--- src/rtl/wb2core.sv ---
// wb2core: Wishbone pipelined slave to Ibex-style request/grant master bridge.
//
// Requests are forwarded combinationally to the device; responses come back
// registered one cycle after dev_rvalid, in order, one per accepted request.
// Up to MAX_OUTSTANDING (1..4) requests may be in flight. If the WB master
// drops wb_cyc with requests in flight, their responses are swallowed and new
// requests are held off until all of them have returned.
//
// Optional build macro: WB2CORE_ERR_EN
//   defined   -> dev_err returned with dev_rvalid produces wb_err (data 0)
//   undefined -> dev_err is ignored and wb_err stays 0
//
// Ports
//   clk, rst_n                       clock, synchronous active-low reset
//   wb_cyc/stb/we/adr/sel/dat_i      WB request inputs
//   wb_dat_o, wb_ack, wb_err         WB registered response outputs
//   wb_stall                         WB flow control
//   dev_req/we/be/addr/wdata         device request outputs
//   dev_gnt                          device grant
//   dev_rvalid, dev_rdata, dev_err   device response inputs
//
// state | meaning
// IDLE  | nothing outstanding
// BUSY  | 1..MAX_OUTSTANDING requests awaiting a response
// DRAIN | wb_cyc was dropped; discarding responses still in flight

module wb2core #(
   parameter int MAX_OUTSTANDING = 2
) (
   input  logic        clk,
   input  logic        rst_n,
   input  logic        wb_cyc,
   input  logic        wb_stb,
   input  logic        wb_we,
   input  logic [31:0] wb_adr,
   input  logic [3:0]  wb_sel,
   input  logic [31:0] wb_dat_i,
   output logic [31:0] wb_dat_o,
   output logic        wb_ack,
   output logic        wb_err,
   output logic        wb_stall,
   output logic        dev_req,
   input  logic        dev_gnt,
   output logic        dev_we,
   output logic [3:0]  dev_be,
   output logic [31:0] dev_addr,
   output logic [31:0] dev_wdata,
   input  logic        dev_rvalid,
   input  logic [31:0] dev_rdata,
   input  logic        dev_err
);

   typedef enum logic [1:0] {IDLE, BUSY, DRAIN} state_t;

   localparam logic [2:0] MAX_OUT = 3'(MAX_OUTSTANDING);

   state_t     state, state_nxt;
   logic [2:0] outstanding, outstanding_nxt;
   logic [2:0] discard, discard_nxt;
   logic [2:0] remaining;
   logic       full;
   logic       accept;
   logic       rsp;
   logic       rsp_fwd;
   logic       rsp_err;

`ifdef WB2CORE_ERR_EN
   assign rsp_err = dev_err;
`else
   logic unused_dev_err;
   assign unused_dev_err = dev_err;
   assign rsp_err        = 1'b0;
`endif

   assign full     = (outstanding == MAX_OUT);
   assign dev_req  = wb_cyc & wb_stb & ~full & (state != DRAIN);
   assign wb_stall = full | (state == DRAIN) | (wb_stb & ~dev_gnt);
   assign accept   = dev_req & dev_gnt;

   assign dev_addr  = wb_adr;
   assign dev_we    = wb_we;
   assign dev_be    = wb_sel;
   assign dev_wdata = wb_dat_i;

   // outstanding is forced to 0 while draining, so a stray rvalid with nothing
   // in flight (and every rvalid seen in DRAIN) never counts as a WB response.
   assign rsp     = dev_rvalid & (outstanding != 3'd0);
   assign rsp_fwd = rsp & wb_cyc & (state != DRAIN);

   assign remaining = outstanding - {2'b00, rsp};

   always_comb begin
      state_nxt       = state;
      outstanding_nxt = outstanding;
      discard_nxt     = discard;
      case (state)
         IDLE: begin
            if (accept) begin
               outstanding_nxt = 3'd1;
               state_nxt       = BUSY;
            end
         end
         BUSY: begin
            if (!wb_cyc) begin
               // Cycle abandoned: whatever did not return this cycle is discarded.
               outstanding_nxt = 3'd0;
               discard_nxt     = remaining;
               state_nxt       = (remaining != 3'd0) ? DRAIN : IDLE;
            end else begin
               outstanding_nxt = remaining + {2'b00, accept};
               if (outstanding_nxt == 3'd0) begin
                  state_nxt = IDLE;
               end
            end
         end
         DRAIN: begin
            if (discard == 3'd0) begin
               state_nxt = IDLE;
            end else if (dev_rvalid) begin
               discard_nxt = discard - 3'd1;
               if (discard == 3'd1) begin
                  state_nxt = IDLE;
               end
            end
         end
         default: begin
            state_nxt       = IDLE;
            outstanding_nxt = 3'd0;
            discard_nxt     = 3'd0;
         end
      endcase
   end

   always_ff @(posedge clk) begin
      if (!rst_n) begin
         state       <= IDLE;
         outstanding <= 3'd0;
         discard     <= 3'd0;
         wb_ack      <= 1'b0;
         wb_err      <= 1'b0;
         wb_dat_o    <= 32'h0;
      end else begin
         state       <= state_nxt;
         outstanding <= outstanding_nxt;
         discard     <= discard_nxt;
         wb_ack      <= rsp_fwd & ~rsp_err;
         wb_err      <= rsp_fwd & rsp_err;
         if (rsp_fwd) begin
            wb_dat_o <= rsp_err ? 32'h0 : dev_rdata;
         end
      end
   end

endmodule

--- config.mk ---
export PLATFORM = sky130hd
export DESIGN_NAME = wb2core
export DESIGN_NICKNAME = d
export VERILOG_FILES = /design/src/rtl/wb2core.sv
export SDC_FILE = /design/constraint.sdc
export NUM_CORES = 1
export LEC_CHECK = 0
export ABC_CLOCK_PERIOD_IN_PS = 2210
export CAP_MARGIN = 20
export CORE_ASPECT_RATIO = 0.9
export CORE_UTILIZATION = 29
export CTS_CLUSTER_DIAMETER = 200
export DETAILED_ROUTE_END_ITERATION = 10
export PLACE_DENSITY = 0.89
export SKIP_CTS_REPAIR_TIMING = 1
export SYNTH_ARGS = -nofsm -noshare
export SYNTH_HDL_FRONTEND = slang
export SYNTH_SLANG_ARGS = --single-unit
--- constraint.sdc ---
create_clock -name clk -period 2.21 [get_ports clk]
set_input_delay 0.442 -clock clk [delete_from_list [all_inputs] [get_ports clk]]
set_output_delay 0.442 -clock clk [all_outputs]
set_load 0.02 [all_outputs]
==> flow_summary.html, run 1 <==
<table>
<tr><th>Metric</th><th>Value</th></tr>
<tr><th colspan="2">Placement</th></tr>
<tr><td>Routability-driven placement congestion ratio</td><td>0.849</td></tr>
<tr><td>Total of buffers placed on input and output ports</td><td>72</td></tr>
<tr><td>DPL Wire Length</td><td>4040 um</td></tr>
<tr><td>Cell count after placement</td><td>409</td></tr>
<tr><th colspan="2">Synthesis</th></tr>
<tr><td>Sequential share of the synthesized area</td><td>33.5%</td></tr>
<tr><td>Cell count after synthesis</td><td>298</td></tr>
<tr><td>Mapped Area</td><td>2450 um2</td></tr>
<tr><td>Top cell type by total area after synthesis</td><td>dfxtp_1</td></tr>
<tr><td>Top cell type's share of synthesized area</td><td>33.5%</td></tr>
<tr><td>Avg Cell Area, Syn</td><td>8.22 um2</td></tr>
<tr><td>Number of library cell types mapped by synthesis</td><td>36</td></tr>
<tr><td>Count of synthesis-stage warnings from yosys</td><td>0</td></tr>
<tr><td>Leading cell types by total area after synthesis</td><td>dfxtp_1 (34%), buf_4 (21%), nand2_1 (10%)</td></tr>
<tr><td>Net Count, Synth</td><td>415</td></tr>
<tr><td>Total of flip-flops plus latches after synthesis</td><td>41</td></tr>
<tr><th colspan="2">Clocking</th></tr>
<tr><td>Number of buffers inserted during clock tree synthesis</td><td>5</td></tr>
<tr><td>Largest buffer count on any clock path</td><td>2</td></tr>
<tr><td>Clock transition at the register clock pins on the worst setup and hold paths after CTS</td><td>0.08 ns</td></tr>
<tr><td>Level count of the clock H-tree</td><td>2</td></tr>
<tr><td>Later-pin clock latency in the skew report</td><td>0.29 ns</td></tr>
<tr><td>Root buffer cell</td><td>clkbuf_8</td></tr>
<tr><td>Sinks on the clock net</td><td>41</td></tr>
<tr><td>Clock tree from TritonCTS</td><td>done</td></tr>
<tr><th colspan="2">Setup path</th></tr>
<tr><td>Capturing point of the worst reg2reg path</td><td>state[0]</td></tr>
<tr><td>Arrival time worst endpoint</td><td>2.32 ns</td></tr>
<tr><td>Data required time at the worst endpoint</td><td>2.39 ns</td></tr>
<tr><td>Sort of element at the start of the critical path</td><td>register</td></tr>
<tr><td>Kind of end point of the critical path</td><td>register</td></tr>
<tr><td>Reg2Reg Setup Slack</td><td>0.07 ns</td></tr>
<tr><td>WS Path Type</td><td>register to register</td></tr>
<tr><td>Number of cells traversed by the worst register-to-register path</td><td>7</td></tr>
<tr><td>Maximum fanout count along the critical path</td><td>4</td></tr>
<tr><td>Startpoint of the worst-slack reg-to-reg timing path</td><td>outstanding[2]</td></tr>
<tr><th colspan="2">Run</th></tr>
<tr><td>Max-cap check violation count</td><td>0</td></tr>
<tr><th colspan="2">GRT</th></tr>
<tr><td>Via count of the first global-routing pass</td><td>1877</td></tr>
<tr><td>Largest net degree at the start of global routing</td><td>29</td></tr>
<tr><td>GR Layer Usage met1</td><td>13.3%</td></tr>
<tr><td>Busiest layer in global routing</td><td>met2</td></tr>
<tr><td>Initial antenna violation count</td><td>0</td></tr>
<tr><td>Met3 routing resource usage after global routing</td><td>3.67%</td></tr>
<tr><td>Global-route wire length before repair</td><td>8510 um</td></tr>
<tr><td>Global routing met2 resource utilization</td><td>22.5%</td></tr>
<tr><td>GRT Total Usage</td><td>12.1%</td></tr>
<tr><td>Leftover overflow at the end of global routing</td><td>0</td></tr>
<tr><th colspan="2">Min path</th></tr>
<tr><td>Class of the most critical hold timing path</td><td>register to register</td></tr>
<tr><td>Worst Hold Path EP</td><td>wb_dat_o[19]</td></tr>
<tr><td>Cell depth of the worst min-delay path</td><td>2</td></tr>
<tr><td>Startpoint of the worst hold path</td><td>wb_dat_o[19]</td></tr>
<tr><th colspan="2">Power</th></tr>
<tr><td>Worst IR drop on VDD</td><td>0.323 mV</td></tr>
<tr><td>Leak pwr</td><td>1.18 nW</td></tr>
<tr><td>Power density over the cells</td><td>565 nW/um2</td></tr>
<tr><th colspan="2">STA</th></tr>
<tr><td>Setup TNS</td><td>0 ns</td></tr>
<tr><td>Maximum clock rate</td><td>468 MHz</td></tr>
<tr><td>Final slew viol count</td><td>0</td></tr>
<tr><td>Final setup violation count</td><td>0</td></tr>
<tr><td>Total count of hold-check failures in the final report</td><td>0</td></tr>
<tr><td>Final period utilization</td><td>96.8%</td></tr>
<tr><td>Final critical-path required period</td><td>2.14 ns</td></tr>
<tr><td>Max Clock Skew</td><td>0.00766 ns</td></tr>
<tr><th colspan="2">Detailed routing</th></tr>
<tr><td>Routed via count divided by cell count</td><td>4.63</td></tr>
<tr><td>Wire length reported by the detailed router</td><td>5460 um</td></tr>
<tr><td>Drt drc</td><td>0</td></tr>
<tr><td>Wirelength per Cell</td><td>13.0 um</td></tr>
<tr><td>Violation count after the first detailed-routing iteration</td><td>52</td></tr>
<tr><td>Total iterations of the first detailed-routing run</td><td>4</td></tr>
<tr><td>Antenna-violating nets left</td><td>0</td></tr>
<tr><td>Count of vias placed by the detailed router</td><td>1939</td></tr>
<tr><th colspan="2">Final layout</th></tr>
<tr><td>Fraction of layout cells with a size suffix above 1</td><td>14.4%</td></tr>
<tr><td>Growth of design area from synthesis to finish</td><td>27.4%</td></tr>
<tr><td>Number of non-filler instances in the completed layout</td><td>419</td></tr>
<tr><td>Layout Nets</td><td>436</td></tr>
<tr><td>Antenna cells</td><td>0</td></tr>
<tr><th colspan="2">Floorplan</th></tr>
<tr><td>Vertical die dimension</td><td>89.2 um</td></tr>
<tr><td>Starting density of the core</td><td>30.2%</td></tr>
<tr><td>Placeable core region</td><td>8110 um2</td></tr>
<tr><td>Die Footprint</td><td>8820 um2</td></tr>
<tr><td>Placement Rows</td><td>31</td></tr>
<tr><td>Top-Level Pins</td><td>213</td></tr>
<tr><td>Overall die width</td><td>98.9 um</td></tr>
<tr><th colspan="2">Run status</th></tr>
<tr><td>Result of the run</td><td>finished, final reports clean</td></tr>
</table>
## sequential cells by signal, indices dropped and copies added (netlist names)
name	cells
outstanding	3
wb_dat_o	32
discard	3
wb_ack	1
state	2
## synthesized netlist by cell type
library cell,instances
a211o_1,1
a211oi_2,1
a21boi_0,29
a21boi_1,8
a21oi_1,3
a41oi_4,1
and2_1,1
and3_1,3
buf_1,2
buf_2,4
buf_4,70
clkbuf_1,6
conb_1,1
dfxtp_1,41
ha_1,9
inv_1,12
mux2i_1,1
nand2_1,68
nand2b_1,2
nand3_1,5
nand4_1,4
nand4b_1,1
nor2_1,1
nor2b_1,1
nor2b_4,1
o211a_1,1
o21a_1,2
o21ai_0,7
o22ai_1,3
o311a_1,1
o31a_1,1
or3b_1,1
or4_1,2
xnor2_1,2
xnor2_2,1
xor2_1,1
## cells in the final DEF (no fill, tap or decap), types with 3 or more instances in the layout
cell / instances
ha_4: 3
ha_1: 6
a21oi_1: 3
dfxtp_1: 38
nand3_1: 4
a21boi_0: 29
inv_1: 12
nand4_1: 4
clkbuf_8: 5
and3_1: 3
dlymetal6s2s_1: 3
a21boi_1: 8
o22ai_1: 3
buf_4: 24
nand2_1: 68
o21ai_0: 7
clkdlybuf4s50_1: 69
## routing by layer
metal  vias to the layer above  wire (um)
met5                         -          0
met4                         0         46
met3                        12        388
met2                        92       2740
met1                       894       2280
li1                        941          -
## cell type report
type	instances	area, um2
Clock buffer	5	68.8
Clock inverter	3	68.8
Fill cell	802	4990
Inverter	12	45.0
Multi-Input combinational cell	163	1080
Sequential cell	41	827
Tap cell	99	124
Timing Repair Buffer	96	908
## through the flow
stage	total power [W]	util [%]	instance area [um2]	worst slack (ns)	hold WS, ns
3_3_place_gp	0.00103	35.6	2890	-0.337	0.441
6_report	0.00176	38.5	3120	0.0714	0.457
2_1_floorplan	0.00107	-	2460	0.00263	0.451
4_1_cts	0.00178	37.3	3020	-0.172	0.462
3_5_place_dp	0.00103	35.6	2890	-0.398	0.450
5_1_grt	0.00185	38.5	3120	-0.0280	0.479
## worst max-delay path by stage
stage	from	end	slack, ns
after floorplan	state[0]	state[0]	0.003
after global placement	dev_rvalid	state[0]	-0.34
after detailed placement	dev_rvalid	state[0]	-0.40
after CTS	state[0]	dev_req	-0.17
after global routing	outstanding[2]	state[0]	-0.03
final	outstanding[2]	state[0]	0.07
## kinds of logic after synthesis
group | count (synthesis) | share of synthesized area, %
AO/OA/AOI/OAI | 58 | 17.9
XOR/XNOR | 4 | 1.74
adder cells (fa/ha/maj) | 9 | 4.60
buffers and inverters | 94 | 25.3
flip-flops | 41 | 33.5
multiplexers | 1 | 0.409
other | 1 | 0.153
AND/OR/NAND/NOR | 90 | 16.3
## critical path: stages, from the launching register on
cell	delay, ns
dfxtp_4	0.36
o31a_1	0.34
ha_4	0.28
inv_1	0.05
ha_4	0.22
o311a_4	0.40
a211o_1	0.26
o211a_1	0.12
## power by group
part,total [W],switching (W),internal [W]
clock,0.000732,0.000277,0.000455
sequential,0.000761,0.00000857,0.000752
combinational,0.000269,0.000116,0.000154
No activity file was read; power rests on OpenSTA's default activity.
==> inputs of run 2 (changes only) <==
- CTS_CLUSTER_SIZE: not set -> 28
- TNS_END_PERCENT: not set -> 1
==> flow_summary.html, run 2 (synthesis results as in run 1) <==
<table>
<tr><th>Metric</th><th>Value</th></tr>
<tr><th colspan="2">Min path</th></tr>
<tr><td>Class of the most critical hold timing path</td><td>register to register</td></tr>
<tr><td>Cell depth of the worst min-delay path</td><td>2 (unchanged)</td></tr>
<tr><td>Worst Hold Path EP</td><td>wb_dat_o[19]</td></tr>
<tr><td>Startpoint of the worst hold path</td><td>wb_dat_o[19]</td></tr>
<tr><th colspan="2">Detailed routing</th></tr>
<tr><td>Routed wire length on met3</td><td>367 um (-5.4%)</td></tr>
<tr><td>Drt drc</td><td>0 (unchanged)</td></tr>
<tr><td>Antenna-violating nets left</td><td>0 (unchanged)</td></tr>
<tr><td>Top metal layer carrying routed signals</td><td>met4</td></tr>
<tr><td>Wire length reported by the detailed router</td><td>5280 um (-3.2%)</td></tr>
<tr><td>Violation count after the first detailed-routing iteration</td><td>63 (+21%)</td></tr>
<tr><td>Total iterations of the first detailed-routing run</td><td>4 (unchanged)</td></tr>
<tr><td>WL met1</td><td>2240 um (-1.8%)</td></tr>
<tr><td>Count of vias placed by the detailed router</td><td>1913 (-1.3%)</td></tr>
<tr><td>Routed via count divided by cell count</td><td>4.59 (-0.87%)</td></tr>
<tr><td>Detailed route wirelength on metal2</td><td>2630 um (-4.1%)</td></tr>
<tr><td>Wirelength per Cell</td><td>12.7 um (-2.8%)</td></tr>
<tr><th colspan="2">Setup path</th></tr>
<tr><td>Data required time at the worst endpoint</td><td>2.40 ns (about the same)</td></tr>
<tr><td>Sort of element at the start of the critical path</td><td>input pin</td></tr>
<tr><td>Maximum fanout count along the critical path</td><td>3 (-1)</td></tr>
<tr><td>Reg2Reg Setup Slack</td><td>0.01 ns (-0.06 ns)</td></tr>
<tr><td>Slowest cell delay on critical path</td><td>0.48 ns (+0.08 ns)</td></tr>
<tr><td>List of cells traversed by the critical path</td><td>clkdlybuf4s50_1 &gt; o31a_1 &gt; ha_4 &gt; inv_1 &gt; ha_2 &gt; nand2b_4 &gt; o311a_4 &gt; a211o_1 &gt; o211a_1</td></tr>
<tr><td>Startpoint of the worst-slack reg-to-reg timing path</td><td>outstanding[0]</td></tr>
<tr><td>Arrival time worst endpoint</td><td>2.47 ns (+0.15 ns)</td></tr>
<tr><td>Kind of end point of the critical path</td><td>register</td></tr>
<tr><td>WS Path Type</td><td>input pin to register</td></tr>
<tr><td>Number of cells traversed by the worst register-to-register path</td><td>7 (unchanged)</td></tr>
<tr><td>Slowest stage cell, crit path</td><td>clkdlybuf4s50_1</td></tr>
<tr><td>Capturing point of the worst reg2reg path</td><td>state[0]</td></tr>
<tr><th colspan="2">Clocking</th></tr>
<tr><td>Later-pin clock latency in the skew report</td><td>0.29 ns (about the same)</td></tr>
<tr><td>Clock transition at the register clock pins on the worst setup and hold paths after CTS</td><td>0.08 ns (about the same)</td></tr>
<tr><td>Root buffer cell</td><td>clkbuf_8</td></tr>
<tr><td>Sinks on the clock net</td><td>41 (unchanged)</td></tr>
<tr><td>Number of buffers inserted during clock tree synthesis</td><td>5 (unchanged)</td></tr>
<tr><td>Largest buffer count on any clock path</td><td>2 (unchanged)</td></tr>
<tr><td>Level count of the clock H-tree</td><td>2 (unchanged)</td></tr>
<tr><td>Clock tree from TritonCTS</td><td>done</td></tr>
<tr><th colspan="2">STA</th></tr>
<tr><td>Unrepaired setup endpoints after global routing</td><td>true</td></tr>
<tr><td>Final period utilization</td><td>103% (+6.6 points)</td></tr>
<tr><td>Max Clock Skew</td><td>0.00803 ns (+0.000372 ns)</td></tr>
<tr><td>Smallest hold slack</td><td>0.457 ns (unchanged)</td></tr>
<tr><td>Worst-case setup margin in the final layout</td><td>-0.0752 ns (-0.147 ns)</td></tr>
<tr><td>Maximum clock rate</td><td>438 MHz (-6.4%)</td></tr>
<tr><td>Final slew viol count</td><td>0 (unchanged)</td></tr>
<tr><td>Total count of hold-check failures in the final report</td><td>0 (unchanged)</td></tr>
<tr><td>Final setup violation count</td><td>2 (+2)</td></tr>
<tr><td>Final critical-path required period</td><td>2.29 ns (+0.147 ns)</td></tr>
<tr><td>Setup TNS</td><td>-0.109 ns (-0.109 ns)</td></tr>
<tr><th colspan="2">Placement</th></tr>
<tr><td>Total of buffers placed on input and output ports</td><td>72 (unchanged)</td></tr>
<tr><td>Routability-driven placement congestion ratio</td><td>0.849 (unchanged)</td></tr>
<tr><td>Post-Place Setup Slack</td><td>-0.398 ns (unchanged)</td></tr>
<tr><td>DPL Wire Length</td><td>4040 um (unchanged)</td></tr>
<tr><th colspan="2">Power</th></tr>
<tr><td>Leak pwr</td><td>1.14 nW (-3.2%)</td></tr>
<tr><td>Worst IR drop on VDD</td><td>0.323 mV (about the same)</td></tr>
<tr><td>Power density over the cells</td><td>572 nW/um2 (+1.2%)</td></tr>
<tr><th colspan="2">Floorplan</th></tr>
<tr><td>Placement Rows</td><td>31 (unchanged)</td></tr>
<tr><td>Die Footprint</td><td>8820 um2 (unchanged)</td></tr>
<tr><td>Top-Level Pins</td><td>213 (unchanged)</td></tr>
<tr><td>Starting density of the core</td><td>30.2% (unchanged)</td></tr>
<tr><td>Placeable core region</td><td>8110 um2 (unchanged)</td></tr>
<tr><td>Overall die width</td><td>98.9 um (unchanged)</td></tr>
<tr><td>Vertical die dimension</td><td>89.2 um (unchanged)</td></tr>
<tr><th colspan="2">Final layout</th></tr>
<tr><td>Top flop regs</td><td>wb_dat_o x32, discard x3, outstanding x3</td></tr>
<tr><td>Antenna cells</td><td>0 (unchanged)</td></tr>
<tr><td>Growth of design area from synthesis to finish</td><td>24.9%</td></tr>
<tr><td>Layout Nets</td><td>434 (-0.46%)</td></tr>
<tr><td>Commonest non-fill, non-tap cells in the layout</td><td>clkdlybuf4s50_1 (70), nand2_1 (68), dfxtp_1 (41), a21boi_0 (29), buf_4 (22)</td></tr>
<tr><td>Flip-flop count of the largest register after layout</td><td>32 (unchanged)</td></tr>
<tr><td>Fraction of layout cells with a size suffix above 1</td><td>11.9% (-2.4 points)</td></tr>
<tr><td>Most common cell after layout, fill and taps aside</td><td>clkdlybuf4s50_1</td></tr>
<tr><td>Top reg by flops</td><td>wb_dat_o</td></tr>
<tr><th colspan="2">Run status</th></tr>
<tr><td>Result of the run</td><td>finished, violations left</td></tr>
<tr><td>Failing checks</td><td>negative setup slack</td></tr>
<tr><th colspan="2">GRT</th></tr>
<tr><td>Leftover overflow at the end of global routing</td><td>0 (unchanged)</td></tr>
<tr><td>Largest net degree at the start of global routing</td><td>29 (unchanged)</td></tr>
<tr><td>GRT Total Usage</td><td>12.1% (unchanged)</td></tr>
<tr><td>Initial antenna violation count</td><td>0 (unchanged)</td></tr>
<tr><td>Via count of the first global-routing pass</td><td>1877 (unchanged)</td></tr>
<tr><td>Global-route wire length before repair</td><td>8510 um (unchanged)</td></tr>
<tr><th colspan="2">Run</th></tr>
<tr><td>Max-cap check violation count</td><td>0 (unchanged)</td></tr>
</table>
## run 2: cell type report
type                       count  area [um2]
fill                         813        5050
multi-input combinational    163        1040
timing repair buffer          94         891
sequential                    41         821
tap                           99         124
clock buffer                   5        68.8
clock inverter                 3        68.8
inverter                      12        45.0
## run 2: routing by layer
metal  global-route usage, %  up-vias
li1                        -      938
met1                    13.3      878
met2                    22.5       85
met3                    3.67       12
met4                    3.93        0
met5                       0        -
## run 2: critical path, delay by kind of cell
kind / cells / cell delay (ns)
adder cells (fa/ha/maj): 2 / 0.42
AO/OA/AOI/OAI: 4 / 1.00
AND/OR/NAND/NOR: 1 / 0.06
buffers and inverters: 2 / 0.53
## run 2: how the worst max path moves through the flow
stage                           from       end  slack, ns
after floorplan             state[0]  state[0]      0.003
after global placement    dev_rvalid  state[0]      -0.34
after detailed placement  dev_rvalid  state[0]      -0.40
after CTS                   state[0]   dev_req      -0.17
after global routing      dev_rvalid  state[0]      -0.12
final                     dev_rvalid  state[0]      -0.08
## run 2: through the flow
step / util (%) / cell area, um2 / power (W) / std cells
floorplan: - / 2460 / 0.00107 / 298
global placement: 35.6 / 2890 / 0.00103 / 409
detailed placement: 35.6 / 2890 / 0.00103 / 409
CTS: 37.3 / 3020 / 0.00178 / 417
global route: 37.7 / 3060 / 0.00184 / 417
finish: 37.7 / 3060 / 0.00175 / 417
## run 2: where the power goes
group	switching, W	internal (W)	leakage, nW
clock	0.000277	0.000455	0.0687
sequential	0.00000846	0.000753	0.331
combinational	0.000109	0.000147	0.743
total	0.000394	0.00135	1.14
==> inputs of run 3 (changes only) <==
- CORE_ASPECT_RATIO: 0.9 -> 0.75
==> flow_summary.html, run 3 (synthesis results as in run 1) <==
<table>
<tr><th>Metric</th><th>Value</th></tr>
<tr><th colspan="2">Run status</th></tr>
<tr><td>Result of the run</td><td>finished, final reports clean</td></tr>
<tr><th colspan="2">Clocking</th></tr>
<tr><td>Root buffer cell</td><td>clkbuf_8</td></tr>
<tr><td>Largest buffer count on any clock path</td><td>2 (unchanged)</td></tr>
<tr><td>Level count of the clock H-tree</td><td>2 (unchanged)</td></tr>
<tr><td>Later-pin clock latency in the skew report</td><td>0.29 ns (about the same)</td></tr>
<tr><td>Clock transition at the register clock pins on the worst setup and hold paths after CTS</td><td>0.08 ns (about the same)</td></tr>
<tr><td>Number of buffers inserted during clock tree synthesis</td><td>5 (unchanged)</td></tr>
<tr><td>Clock tree from TritonCTS</td><td>done</td></tr>
<tr><td>Sinks on the clock net</td><td>41 (unchanged)</td></tr>
<tr><th colspan="2">Detailed routing</th></tr>
<tr><td>Violation count after the first detailed-routing iteration</td><td>82 (+30%)</td></tr>
<tr><td>Total iterations of the first detailed-routing run</td><td>4 (unchanged)</td></tr>
<tr><td>Count of vias placed by the detailed router</td><td>1911 (-0.10%)</td></tr>
<tr><td>Routed via count divided by cell count</td><td>4.52 (-1.5%)</td></tr>
<tr><td>Wire length reported by the detailed router</td><td>5500 um (+4.1%)</td></tr>
<tr><td>Drt drc</td><td>0 (unchanged)</td></tr>
<tr><td>Antenna-violating nets left</td><td>0 (unchanged)</td></tr>
<tr><td>Wirelength per Cell</td><td>13.0 um (+2.7%)</td></tr>
<tr><th colspan="2">STA</th></tr>
<tr><td>Final slew viol count</td><td>0 (unchanged)</td></tr>
<tr><td>Setup TNS</td><td>0 ns (+0.109 ns)</td></tr>
<tr><td>Final setup violation count</td><td>0 (-2)</td></tr>
<tr><td>Max Clock Skew</td><td>0.0103 ns (+0.00223 ns)</td></tr>
<tr><td>Maximum clock rate</td><td>458 MHz (+4.7%)</td></tr>
<tr><td>Unrepaired setup endpoints after global routing</td><td>true</td></tr>
<tr><td>Total count of hold-check failures in the final report</td><td>0 (unchanged)</td></tr>
<tr><td>Final period utilization</td><td>98.8% (-4.6 points)</td></tr>
<tr><td>Final critical-path required period</td><td>2.18 ns (-0.103 ns)</td></tr>
<tr><th colspan="2">Placement</th></tr>
<tr><td>Routability-driven placement congestion ratio</td><td>0.827 (-2.7%)</td></tr>
<tr><td>DPL Wire Length</td><td>4020 um (-0.71%)</td></tr>
<tr><td>Placed Area</td><td>2890 um2 (unchanged)</td></tr>
<tr><td>Total of buffers placed on input and output ports</td><td>72 (unchanged)</td></tr>
<tr><th colspan="2">Final layout</th></tr>
<tr><td>Antenna cells</td><td>0 (unchanged)</td></tr>
<tr><td>Layout Nets</td><td>434 (unchanged)</td></tr>
<tr><td>Area taken by multi-input logic gates</td><td>1060 um2 (+1.4%)</td></tr>
<tr><td>Final design area excluding fillers</td><td>3050 um2 (-0.29%)</td></tr>
<tr><td>Growth of design area from synthesis to finish</td><td>24.6%</td></tr>
<tr><td>Fraction of layout cells with a size suffix above 1</td><td>13.2% (+1.3 points)</td></tr>
<tr><td>Commonest non-fill, non-tap cells in the layout</td><td>clkdlybuf4s50_1 (69), nand2_1 (68), dfxtp_1 (39), a21boi_0 (29), buf_4 (22)</td></tr>
<tr><td>Flip-flop count of the largest register after layout</td><td>32 (unchanged)</td></tr>
<tr><td>Most common cell after layout, fill and taps aside</td><td>clkdlybuf4s50_1</td></tr>
<tr><td>Top reg by flops</td><td>wb_dat_o</td></tr>
<tr><td>Fill cell instance count of the final layout</td><td>817 (+0.49%)</td></tr>
<tr><td>Area occupied by registers</td><td>823 um2 (+0.30%)</td></tr>
<tr><td>Top flop regs</td><td>wb_dat_o x32, discard x3, outstanding x3</td></tr>
<tr><th colspan="2">Floorplan</th></tr>
<tr><td>Starting density of the core</td><td>30.5% (+0.32 points)</td></tr>
<tr><td>Die Footprint</td><td>8820 um2 (about the same)</td></tr>
<tr><td>Vertical die dimension</td><td>81.6 um (-8.5%)</td></tr>
<tr><td>Placement Rows</td><td>28 (-9.7%)</td></tr>
<tr><td>Placeable core region</td><td>8020 um2 (-1.0%)</td></tr>
<tr><td>Overall die width</td><td>108 um (+9.4%)</td></tr>
<tr><td>Top-Level Pins</td><td>213 (unchanged)</td></tr>
<tr><th colspan="2">Setup path</th></tr>
<tr><td>Slowest stage cell, crit path</td><td>clkdlybuf4s50_1</td></tr>
<tr><td>WS Path Type</td><td>input pin to register</td></tr>
<tr><td>Total number of cells along the worst setup path</td><td>9 (unchanged)</td></tr>
<tr><td>Arrival time worst endpoint</td><td>2.37 ns (-0.10 ns)</td></tr>
<tr><td>Buf+Inv Stages, Crit Path</td><td>2 (unchanged)</td></tr>
<tr><td>Maximum fanout count along the critical path</td><td>3 (unchanged)</td></tr>
<tr><td>Slowest cell delay on critical path</td><td>0.49 ns (about the same)</td></tr>
<tr><td>Number of cells traversed by the worst register-to-register path</td><td>8 (+1)</td></tr>
<tr><td>Kind of end point of the critical path</td><td>register</td></tr>
<tr><td>Sort of element at the start of the critical path</td><td>input pin</td></tr>
<tr><td>List of cells traversed by the critical path</td><td>clkdlybuf4s50_1 &gt; nor2b_4 &gt; nand4_1 &gt; inv_1 &gt; ha_4 &gt; nand2b_4 &gt; o311a_4 &gt; a211o_1 &gt; o211a_1</td></tr>
<tr><td>Data required time at the worst endpoint</td><td>2.40 ns (about the same)</td></tr>
<tr><td>Dominant delay contributor by cell family on the critical path</td><td>compound AO/OA/AOI/OAI gates</td></tr>
<tr><th colspan="2">GRT</th></tr>
<tr><td>Initial antenna violation count</td><td>0 (unchanged)</td></tr>
<tr><td>GRT Total Usage</td><td>12.2% (+0.14 points)</td></tr>
<tr><td>Global-route wire length before repair</td><td>8420 um (-1.1%)</td></tr>
<tr><td>Via count of the first global-routing pass</td><td>1880 (+0.16%)</td></tr>
<tr><td>Largest net degree at the start of global routing</td><td>43 (+48%)</td></tr>
<tr><td>Leftover overflow at the end of global routing</td><td>0 (unchanged)</td></tr>
<tr><th colspan="2">Power</th></tr>
<tr><td>Power density over the cells</td><td>514 nW/um2 (-10%)</td></tr>
<tr><td>Final Total Pwr</td><td>0.00157 W (-10%)</td></tr>
<tr><td>Leak pwr</td><td>1.14 nW (-0.14%)</td></tr>
<tr><td>Worst IR drop on VDD</td><td>0.245 mV (-24%)</td></tr>
<tr><th colspan="2">Run</th></tr>
<tr><td>Max-cap check violation count</td><td>0 (unchanged)</td></tr>
<tr><th colspan="2">Min path</th></tr>
<tr><td>Class of the most critical hold timing path</td><td>register to register</td></tr>
<tr><td>Cell depth of the worst min-delay path</td><td>2 (unchanged)</td></tr>
</table>
-- run 3: cell types whose count changed in the layout (fill, tap and decap cells not counted), sizes merged --
cell,before,now
dlymetal6s2s,2,3
clkinv,0,1
inv,13,12
clkbuf,5,7
clkdlybuf4s50,70,69
bufinv,2,0
-- run 3: worst paths after layout --
| check | startpoint | endpoint | slack (ns) |
|---|---|---|---|
| worst max-delay path | wb_cyc | state[0] | 0.03 |
| worst min-delay path | wb_dat_o[18] | wb_dat_o[18] | 0.45 |
| worst max register to register | outstanding[1] | state[0] | 0.05 |
| worst min register to register | wb_dat_o[18] | wb_dat_o[18] | 0.45 |
-- run 3: power by group --
part	switching, W	total [W]	internal [W]
registers	0.00000817	0.000762	0.000754
clock network	0.000265	0.000548	0.000283
logic	0.000112	0.000259	0.000147
-- run 3: layout make-up --
class | count | share of cell area, %
sequential | 41 | 27.0
multi-input combinational | 163 | 34.6
clock inverter | 1 | 0.164
clock buffer | 7 | 3.16
timing repair buffer | 94 | 29.3
tap | 105 | 4.31
inverter | 12 | 1.48
-- run 3: routing by layer --
metal / GRT usage (%) / share of wire [%] / wire [um]
met4: 3.56 / 0.78 / 43
met1: 14.1 / 43 / 2390
met3: 5.32 / 9.3 / 513
met2: 20.6 / 46 / 2550
met5: 0 / 0 / 0
-- run 3: per-stage QoR --
stage | worst slack [ns] | hold slack (ns) | instances | utilization, %
global route | -0.0195 | 0.485 | 423 | 38.0
detailed placement | -0.468 | 0.449 | 414 | 36.0
finish | 0.0275 | 0.455 | 423 | 38.0
CTS | -0.185 | 0.459 | 422 | 37.2
floorplan | 0.00263 | 0.451 | 298 | -
global placement | -0.395 | 0.441 | 414 | 36.0
-- run 3: worst reg2reg max path, cell delays in order (launching register included) --
cell	delay, ns
dfxtp_1	0.34
o31a_1	0.30
ha_1	0.29
inv_1	0.10
ha_4	0.16
nand2b_4	0.06
o311a_4	0.39
a211o_1	0.29
o211a_1	0.12
